**src/rtl/inc_seq_pkg.sv**
```systemverilog
// Shared types and constants for the increment sequencer.
package inc_seq_pkg;

  localparam int SEQ_W = 4;

  typedef enum logic [1:0] {
    IDLE = 2'd0,
    LOAD = 2'd1,
    RUN  = 2'd2,
    DONE = 2'd3
  } seq_state_e;

endpackage

```
**src/rtl/inc_seq_shadow.sv**
```systemverilog
// Shadow model of the downstream counter. It tracks the value the counter
// should hold and raises a sticky flag the first time the two disagree.
module inc_seq_shadow
  import inc_seq_pkg::*;
#(
  parameter int W = SEQ_W
) (
  input  logic         clk,
  input  logic         rst_n,
  input  logic         cnt_rst,
  input  logic [W-1:0] ui,
  input  logic         en,
  input  logic [W-1:0] cnt_out,
  output logic         mismatch
);

  logic [W-1:0] r_shadow;
  logic         r_shadow_valid;

  // Follow the counter's own update rules on the same edges it uses.
  always_ff @(posedge clk or negedge rst_n) begin
    if (!rst_n) begin
      r_shadow       <= '0;
      r_shadow_valid <= 1'b0;
    end else if (cnt_rst) begin
      r_shadow       <= ui;
      r_shadow_valid <= 1'b1;
    end else if (en) begin
      r_shadow       <= r_shadow + W'(1);
    end
  end

  // Divergence is latched and only cleared by reset.
  always_ff @(posedge clk or negedge rst_n) begin
    if (!rst_n) begin
      mismatch <= 1'b0;
    end else if (r_shadow_valid && (cnt_out != r_shadow)) begin
      mismatch <= 1'b1;
    end
  end

endmodule

```
**src/rtl/inc_sequencer.sv**
```systemverilog
// Command sequencer for the 4-bit counter: turns load / increment-burst
// commands into counter rst/ui load cycles and en pulses.
// Optional shadow checking is enabled with INC_SEQUENCER_SHADOW_CHECK_EN.
module inc_sequencer
  import inc_seq_pkg::*;
#(
  parameter int W = SEQ_W
) (
  input  logic         clk,
  input  logic         rst_n,
  input  logic         cmd_valid,
  output logic         cmd_ready,
  input  logic         cmd_load,
  input  logic [W-1:0] cmd_data,
  input  logic         hold,
  output logic         cnt_rst,
  output logic [W-1:0] ui,
  output logic         en,
  output logic         busy,
  output logic         done,
  input  logic [W-1:0] cnt_out,
  output logic         mismatch
);

  seq_state_e   r_state;
  logic [W-1:0] r_remaining;

  assign cmd_ready = (r_state == IDLE);
  assign busy      = (r_state != IDLE);

  // Command FSM with registered counter-control outputs. The first enable
  // pulse of a burst is launched from the accept edge so it appears in the
  // cycle right after acceptance; later pulses are gated by hold.
  always_ff @(posedge clk or negedge rst_n) begin
    if (!rst_n) begin
      r_state     <= IDLE;
      r_remaining <= '0;
      ui          <= '0;
      cnt_rst     <= 1'b0;
      en          <= 1'b0;
      done        <= 1'b0;
    end else begin
      cnt_rst <= 1'b0;
      done    <= 1'b0;
      unique case (r_state)
        IDLE: begin
          en <= 1'b0;
          if (cmd_valid) begin
            if (cmd_load) begin
              ui      <= cmd_data;
              cnt_rst <= 1'b1;
              r_state <= LOAD;
            end else if (cmd_data == '0) begin
              done    <= 1'b1;
              r_state <= DONE;
            end else begin
              en          <= 1'b1;
              r_remaining <= cmd_data;
              r_state     <= RUN;
            end
          end
        end
        LOAD: begin
          done    <= 1'b1;
          r_state <= DONE;
        end
        RUN: begin
          if (en) begin
            if (r_remaining == W'(1)) begin
              en          <= 1'b0;
              done        <= 1'b1;
              r_remaining <= '0;
              r_state     <= DONE;
            end else begin
              r_remaining <= r_remaining - W'(1);
              en          <= !hold;
            end
          end else begin
            en <= !hold;
          end
        end
        DONE: begin
          en      <= 1'b0;
          r_state <= IDLE;
        end
        default: r_state <= IDLE;
      endcase
    end
  end

`ifdef INC_SEQUENCER_SHADOW_CHECK_EN
  inc_seq_shadow #(.W(W)) u_shadow (
    .clk      (clk),
    .rst_n    (rst_n),
    .cnt_rst  (cnt_rst),
    .ui       (ui),
    .en       (en),
    .cnt_out  (cnt_out),
    .mismatch (mismatch)
  );
`else
  logic w_unused_cnt_out;
  assign w_unused_cnt_out = ^cnt_out;
  assign mismatch         = 1'b0;
`endif

endmodule

```
**config.mk**
```make
export PLATFORM = sky130hd
export DESIGN_NAME = inc_sequencer
export DESIGN_NICKNAME = d
export VERILOG_FILES = /design/src/rtl/inc_seq_pkg.sv /design/src/rtl/inc_seq_shadow.sv /design/src/rtl/inc_sequencer.sv
export SDC_FILE = /design/constraint.sdc
export NUM_CORES = 1
export LEC_CHECK = 0
export CAP_MARGIN = 20
export CORE_MARGIN = 5
export CORE_UTILIZATION = 46
export DETAILED_ROUTE_END_ITERATION = 10
export PLACE_DENSITY = 0.85
export SETUP_SLACK_MARGIN = 0.3
export SLEW_MARGIN = 10
export SYNTH_ARGS = -nofsm -noshare
export SYNTH_HDL_FRONTEND = slang
export SYNTH_SLANG_ARGS = --single-unit
```
**constraint.sdc**
```tcl
create_clock -name clk -period 2.46 [get_ports clk]
set_clock_uncertainty 0.2 [all_clocks]
set_input_delay 0.492 -clock clk [delete_from_list [all_inputs] [get_ports clk]]
set_output_delay 0.492 -clock clk [all_outputs]
set_load 0.1 [all_outputs]
```
== Word-level counts from Yosys, hierarchy flattened ==
Index checks and enable logic that the tools add are counted.

* Add/sub/neg operators: 1
* Multiply operators: 0
* Divide/modulo/power cells: 0
* Magnitude comparators: 0
* Equality and inequality tests: 9
* Shifts and indexed selects: 0
* Mux-type cells: 27
* Bitwise logic cells: 0
* Reduce and logical (&&, ||, !) cells: 9

{| class="wikitable"
|+ Operators by type and width
! kind !! number
|-
| $mux 4 || 5
|-
| $mux 1 || 14
|-
| $ne 2x2->1 const B || 5
|-
| $mux 2 || 4
|-
| $pmux 2 s4 || 1
|-
| $pmux 4 s2 || 1
|-
| $pmux 1 s3 || 2
|-
| $reduce_and 3->1 || 2
|-
| $reduce_and 5->1 || 1
|-
| $eq 2x2->1 const B || 2
|-
| $eq 4x1->1 const B || 1
|-
| $logic_not 4->1 || 1
|-
| $reduce_bool 2->1 || 2
|-
| $sub 4x1->4 const B || 1
|-
| $reduce_bool 3->1 || 1
|-
| $eq 2x1->1 const B || 1
|-
| $logic_not 2->1 || 1
|-
| $logic_not 1->1 || 1
|}

* Bits in registers: 13
* Latch bits: 0
* Memory bits (writable): 0
* Memory bits (read-only): 0
* Bits of input ports: 13
* Output and inout bits: 10
* Logic and storage cells: 52
* Memories: 0

== Logic depth before layout (Yosys ltp) ==
Gate-level depths: netlist of the first run.

* Depth after elaboration: 5
* Mapped depth: 7
* Mapped depth without buffers: 6

== Worst setup path before layout of the first run ==
No wires, ideal clock.

* Path kind: reg-to-reg
* Start point: register r_state[0]
* End point: register r_state[1]
* Arrival: 2.460 ns
* Path slack: -0.323 ns
* Cell stages (with the launch flop): 7
* Buffers on the path: 1
* Path through: dfrtp_1 > inv_1 > ha_1 > buf_2 > inv_1 > o21a_1 > a2bb2oi_1

* Cells in the longest elaborated chain, start to end: 3
* Elaborated cells on any way between the ends: 9
* Classes of those cells: eq/ne: 6; mux: 1; reduce/logical: 2

{| class="wikitable"
|+ Ends and longest elaborated chain
! item !! line !! RTL
|-
| start, declared || inc_sequencer.sv:25 || <nowiki>seq_state_e r_state;</nowiki>
|-
| start signal, assigned || inc_sequencer.sv:36 || <nowiki>r_state <= IDLE;</nowiki>
|-
| start signal, assigned || inc_sequencer.sv:52 || <nowiki>r_state <= LOAD;</nowiki>
|-
| start signal, assigned || inc_sequencer.sv:55 || <nowiki>r_state <= DONE;</nowiki>
|-
| $logic_not 2->1 * || n/a ||
|-
| named net cmd_ready || inc_sequencer.sv:12 || <nowiki>output logic cmd_ready,</nowiki>
|-
| $ne 2x2->1 (no line) || n/a ||
|-
| $reduce_and 3->1 (no line) || n/a ||
|}

The timed path passes the listed nets; every way through them passes the cells marked *.
A chain may end at the register's enable or synchronous reset.

== Worst setup path after layout of the first run ==
* Start point: register r_state[0]
* End point: output port busy

* Cells in the longest elaborated chain, start to end: 1

{| class="wikitable"
|+ Ends and longest elaborated chain
! item !! line !! RTL
|-
| $reduce_bool 2->1 || inc_sequencer.sv:29 || <nowiki>assign busy = (r_state != IDLE);</nowiki>
|-
| end, declared || inc_sequencer.sv:19 || <nowiki>output logic busy,</nowiki>
|}

Every way passes these cells.

==> impl_metrics.toml, run 1 <==
[cts]
root_buffer = "clkbuf_4"
cts_max_path_buffers = 2
ctsResizeCount = 0
cts_num_sinks = 13
post-cts-setup-buffers = 0
h-tree-depth = 1
postCtsHoldBufs = 0
cts_tree = "built"
clkLatencyLatePin_ps = 270
cts_buffers = 3
clk_pin_slew_worst_paths_ps = 80

[cells_and_area]
nets = 116
synthToLayoutAreaGrowth_pct = 27.59
n_antenna_cell = 0
fin_area_um2 = 1047
fill_cells = 135
final_layout_size_suffix_gt1_share_pct = 30.85
register_area_um2 = 326.6
multi_input_area_um2 = 460.4

[sta]
hold_viol = 0
setup_viol = 0
rsz0062_at_grt = "no"
drv_slew = 0
period_share_pct = 84.55
whs_ps = 304.9
fmax_mhz = 480.8
tns_ps = 0
worst_pin_slew_ps = 588.4
layout_min_cycle_time_ps = 2080
max_slew_margin_pct = 60.65

[placed_design]
placed_area_um2 = 1017
place_congestion = 0.8244
portBuffers = 17
dp.final_hpwl_um = 1324

[drt]
top_layer_used = "met4"
wirelength_um = 1663
drt-wirelength-per-cell_um = 13.97
dr_wl_met2_um = 846
num_vias = 618
drtIter0Drc = 17
wl_met3_um = 126
via_per_inst = 5.193
drc = 0
drt-met1-wl_um = 676
drt_pass1_iterations = 4
ant_nets = 0

[floorplan]
die_w_um = 52.24
num_io_pins = 23
die_area_um2 = 2729
fp-row-count = 15
die_h_um = 52.24
coreArea_um2 = 1708
start_util_pct = 48.06

[synth]
syn_inst = 76
synth_seq_area_share_pct = 39.63
synth.avg_cell_area_um2 = 10.80
synth_top_area_cell = "dfrtp_1"
ys_warn_count = 0
synthDistinctLibCells = 31
synth_top_area_share_pct = 39.63
syn-num-nets = 97
netlist_area_um2 = 820.8
ys_top_cells_by_area = "dfrtp_1 (40%), ha_1 (12%), mux2_2 (8.2%), mux2i_1 (7.3%), inv_1 (3.2%)"
ys_seq_elements = 13

[setup_path]
critPathMaxStageDelay_ps = 460
cpMaxStageDelayCell = "dfrtp_1"
timing.rr.end = "r_remaining[3]"
crit_fanout = 10
crit_chain = "inv_2, ha_4, clkinvlp_4, buf_12"
reg2reg_slack_ps = 490
setup.worst_path.end_class = "output pin"
start_kind = "register"
cp_data_required_time_ps = 1770
timing.rr.start = "r_state[0]"
worstPathArrival_ps = 1390
rr_worst_depth = 6
path_class = "reg -> out"

[run_status]
status = "finished, final reports clean"

[run]
maxCapViolations = 0

[global_routing]
grtUsageTotal_pct = 14.28
grt_first_pass_wirelength_um = 2829
antenna_found_initial = 0
first_global_vias = 615
grt_max_degree = 14
overflow = 0

[worst_hold_path]
min_from = "ui[1]"
hp-class = "reg -> reg"
whs_endpoint = "ui[1]"
min_path_cells = 2
metal layers:
| metal | GRT usage (%) | vias to the layer above |
|---|---|---|
| met5 | 0 | - |
| met4 | 6.383 | 0 |
| met3 | 3.134 | 2 |
| met2 | 24.48 | 25 |
| met1 | 16.93 | 293 |
| li1 | - | 298 |
metrics by stage:
stage          std cells  setup slack [ps]  utilization [%]
2_1_floorplan         76             236.5                -
5_1_grt              119             303.7            61.32
4_1_cts              119             356.7            61.10
3_5_place_dp         115             144.8            59.56
3_3_place_gp         115             156.1            59.56
6_report             119             380.1            61.32
area by class of cell:
cell class,count,share of cell area (%)
multi-input combinational,53,43.97
sequential,13,31.18
inverter,7,2.867
timing repair buffer,17,16.49
clock buffer,4,2.509
tap,25,2.987
worst max-delay path by stage:
stage                            from              to  slack, ps  cells past startpoint
after floorplan            r_state[1]      r_state[1]        240                      6
after global placement    cmd_data[2]  r_remaining[1]        160                      5
after detailed placement  cmd_data[2]  r_remaining[3]        140                      5
after CTS                  r_state[1]            busy        360                      4
after global routing       r_state[0]            busy        300                      4
final                      r_state[0]            busy        380                      4
kinds of logic after synthesis:
kind of cell / count (synthesis) / synth area share (%)
flops: 13 / 39.63
simple gates: 19 / 15.09
mux: 12 / 15.55
fa+ha+maj: 8 / 12.20
buf+inv: 10 / 6.098
other cells: 1 / 0.4569
compound gates: 13 / 10.98
cell usage after synthesis, drive strengths merged:
cell type,number
a2bb2oi,2
nor4,1
nor2b,2
mux2i,6
nand2,4
conb,1
o2bb2ai,1
a21bo,1
or4,1
o22ai,1
a31oi,1
nor3,1
nor2,3
nand2b,1
buf,3
mux2,6
a21oi,3
or2b,1
nand3,3
inv,7
o21ai,3
o21a,1
ha,8
nor3b,2
dfrtp,13
layout by cell type, fill, tap and decap left out, drive strengths merged:
cell type / instances
nand3: 3
or4: 1
nor4: 1
clkbuf: 4
nor2b: 2
a31oi: 1
ha: 8
inv: 6
mux2: 6
or2b: 1
clkinvlp: 1
clkdlybuf4s50: 8
nor2: 3
buf: 9
a21bo: 1
conb: 1
o22ai: 1
o21ai: 3
o21a: 1
nor3b: 2
nand2b: 1
a2bb2oi: 2
nor3: 1
a21oi: 3
nand2: 4
dfrtp: 13
mux2i: 6
o2bb2ai: 1
state kept, by name, summed over array words and instances (netlist names):
name and cells:
en 1, r_remaining 4, ui 4, done 1
cnt_rst 1, r_state 2
critical path: cells and delay by family, from the launching register on:
kind / cells / cell delay [ps]
fa+ha+maj: 1 / 220
flops: 1 / 460
buf+inv: 3 / 430
Power of run 1 is not shown: default switching activity piles up to over one toggle a cycle in this logic, so the estimate is an artifact.
==> run 2, diff against run 1 <==
- CORE_UTILIZATION: 46 -> 42
- PLACE_DENSITY: 0.85 -> 0.82
- clock period: 2.46 -> 1.86 ns (I/O delays scaled with it)
==> impl_metrics.toml, run 2 (same netlist as run 1, synthesis figures left out) <==
[cts]
cts_buffers = 3
root_buffer = "clkbuf_4"
clkLatencyLatePin_ps = 270
clk_pin_slew_worst_paths_ps = 80
cts_num_sinks = 13
h-tree-depth = 1
postCtsHoldBufs = 0
cts_tree = "built"
cts_max_path_buffers = 2

[sta]
fmax_mhz = 536.4
whs_ps = 202.9
layout_min_cycle_time_ps = 1864
hold_viol = 0
layout_setup_ws_ps = -4.278
tns_ps = -4.420
setup_viol = 2
drv_slew = 0
period_share_pct = 100.2
rsz0062_at_grt = "yes"

[cells_and_area]
register_area_um2 = 329.1
final_common_cell = "buf_4"
nets = 144
final_cell_mix = "buf_4 (23), dfrtp_1 (10), buf_12 (10)"
top_regs = "r_remaining (4), ui (4), r_state (2)"
fill_cells = 114
stdcell_count = 149
n_antenna_cell = 0
final_layout_size_suffix_gt1_share_pct = 54.92
multi_input_area_um2 = 545.5
synthToLayoutAreaGrowth_pct = 78.66
fin_area_um2 = 1466

[drt]
drc = 0
drt-wirelength-per-cell_um = 17.33
ant_nets = 0
drt_pass1_iterations = 4
drtIter0Drc = 12
via_per_inst = 4.973
num_vias = 741
wirelength_um = 2582

[placed_design]
dp.final_hpwl_um = 1416
portBuffers = 17
placed_area_um2 = 1184
placedCellCount = 127
place_congestion = 0.8076

[run]
maxCapViolations = 0

[floorplan]
num_io_pins = 23
die_area_um2 = 2938
die_w_um = 54.21
fp-row-count = 16
start_util_pct = 43.16
die_h_um = 54.21
coreArea_um2 = 1902

[setup_path]
timing.rr.start = "r_state[1]"
start_kind = "register"
path_class = "reg -> reg"
rr_worst_depth = 6
cp_data_required_time_ps = 1820
timing.rr.end = "r_remaining[3]"
setup.worst_path.end_class = "register"
worstPathArrival_ps = 1820
reg2reg_slack_ps = -4
crit_fanout = 4

[global_routing]
grtUsageTotal_pct = 17.18
overflow = 0
grt_first_pass_wirelength_um = 3594
grt_max_degree = 14
first_global_vias = 761
antenna_found_initial = 0

[worst_hold_path]
hp-class = "in -> async"

[run_status]
failed_checks = "setup timing"
status = "finished with violations"
-- run 2: cell count changes in the layout (fill, tap and decap cells not counted), sizes merged --
cell / previous run / this run
clkbuf: 4 / 3
dlygate4sd2: 0 / 2
dlymetal6s2s: 0 / 1
clkdlybuf4s50: 8 / 5
buf: 9 / 37
clkinv: 0 / 1
-- run 2: per-layer routing --
layer	wire length [um]	part of all wire (%)	up-vias	track usage, %
met5	0	0	-	0
met4	99	3.8	0	7.469
met3	94	3.6	12	2.770
met2	1345	52	22	28.88
met1	1042	40	356	21.43
li1	-	-	351	-
-- run 2: critical path, cell delays in order (launching register included) --
cell and delay (ps):
dfrtp_2 440, buf_4 150, ha_4 170, mux2i_4 190, a21oi_4 170, nand2_4 100, mux2_4 310
-- run 2: worst max-delay path by stage --
stage,startpoint,to,slack (ps),cells after the start
2_1_floorplan,r_state[1],r_state[1],-360,6
3_3_place_gp,cmd_data[2],r_remaining[3],-210,5
3_5_place_dp,cmd_data[2],r_remaining[3],-230,5
4_1_cts,r_state[1],busy,30,4
5_1_grt,r_state[1],busy,-60,4
6_report,r_state[1],r_remaining[3],-4,6
-- run 2: layout make-up --
cell class | count | share of cell area [%]
Sequential cell | 13 | 22.44
Tap cell | 27 | 2.304
Inverter | 7 | 2.218
Timing Repair Buffer | 45 | 33.96
Clock inverter | 1 | 0.3413
Clock buffer | 3 | 1.536
Multi-Input combinational cell | 53 | 37.20
-- run 2: timing repair --
item / CTS / global route
buffers inserted: 9 / 9
pin swaps: 2 / 4
endpoints found under the setup margin: 14 / 14
gates resized for setup: 10 / 18
-- run 2: stage by stage --
| stage | utilization, % | worst slack [ps] |
|---|---|---|
| floorplan | - | -363.5 |
| global placement | 62.24 | -210.3 |
| detailed placement | 62.24 | -230.9 |
| CTS | 69.61 | 25.41 |
| global route | 77.11 | -56.92 |
| finish | 77.11 | -4.278 |
Power of run 2 is left out for the same reason.
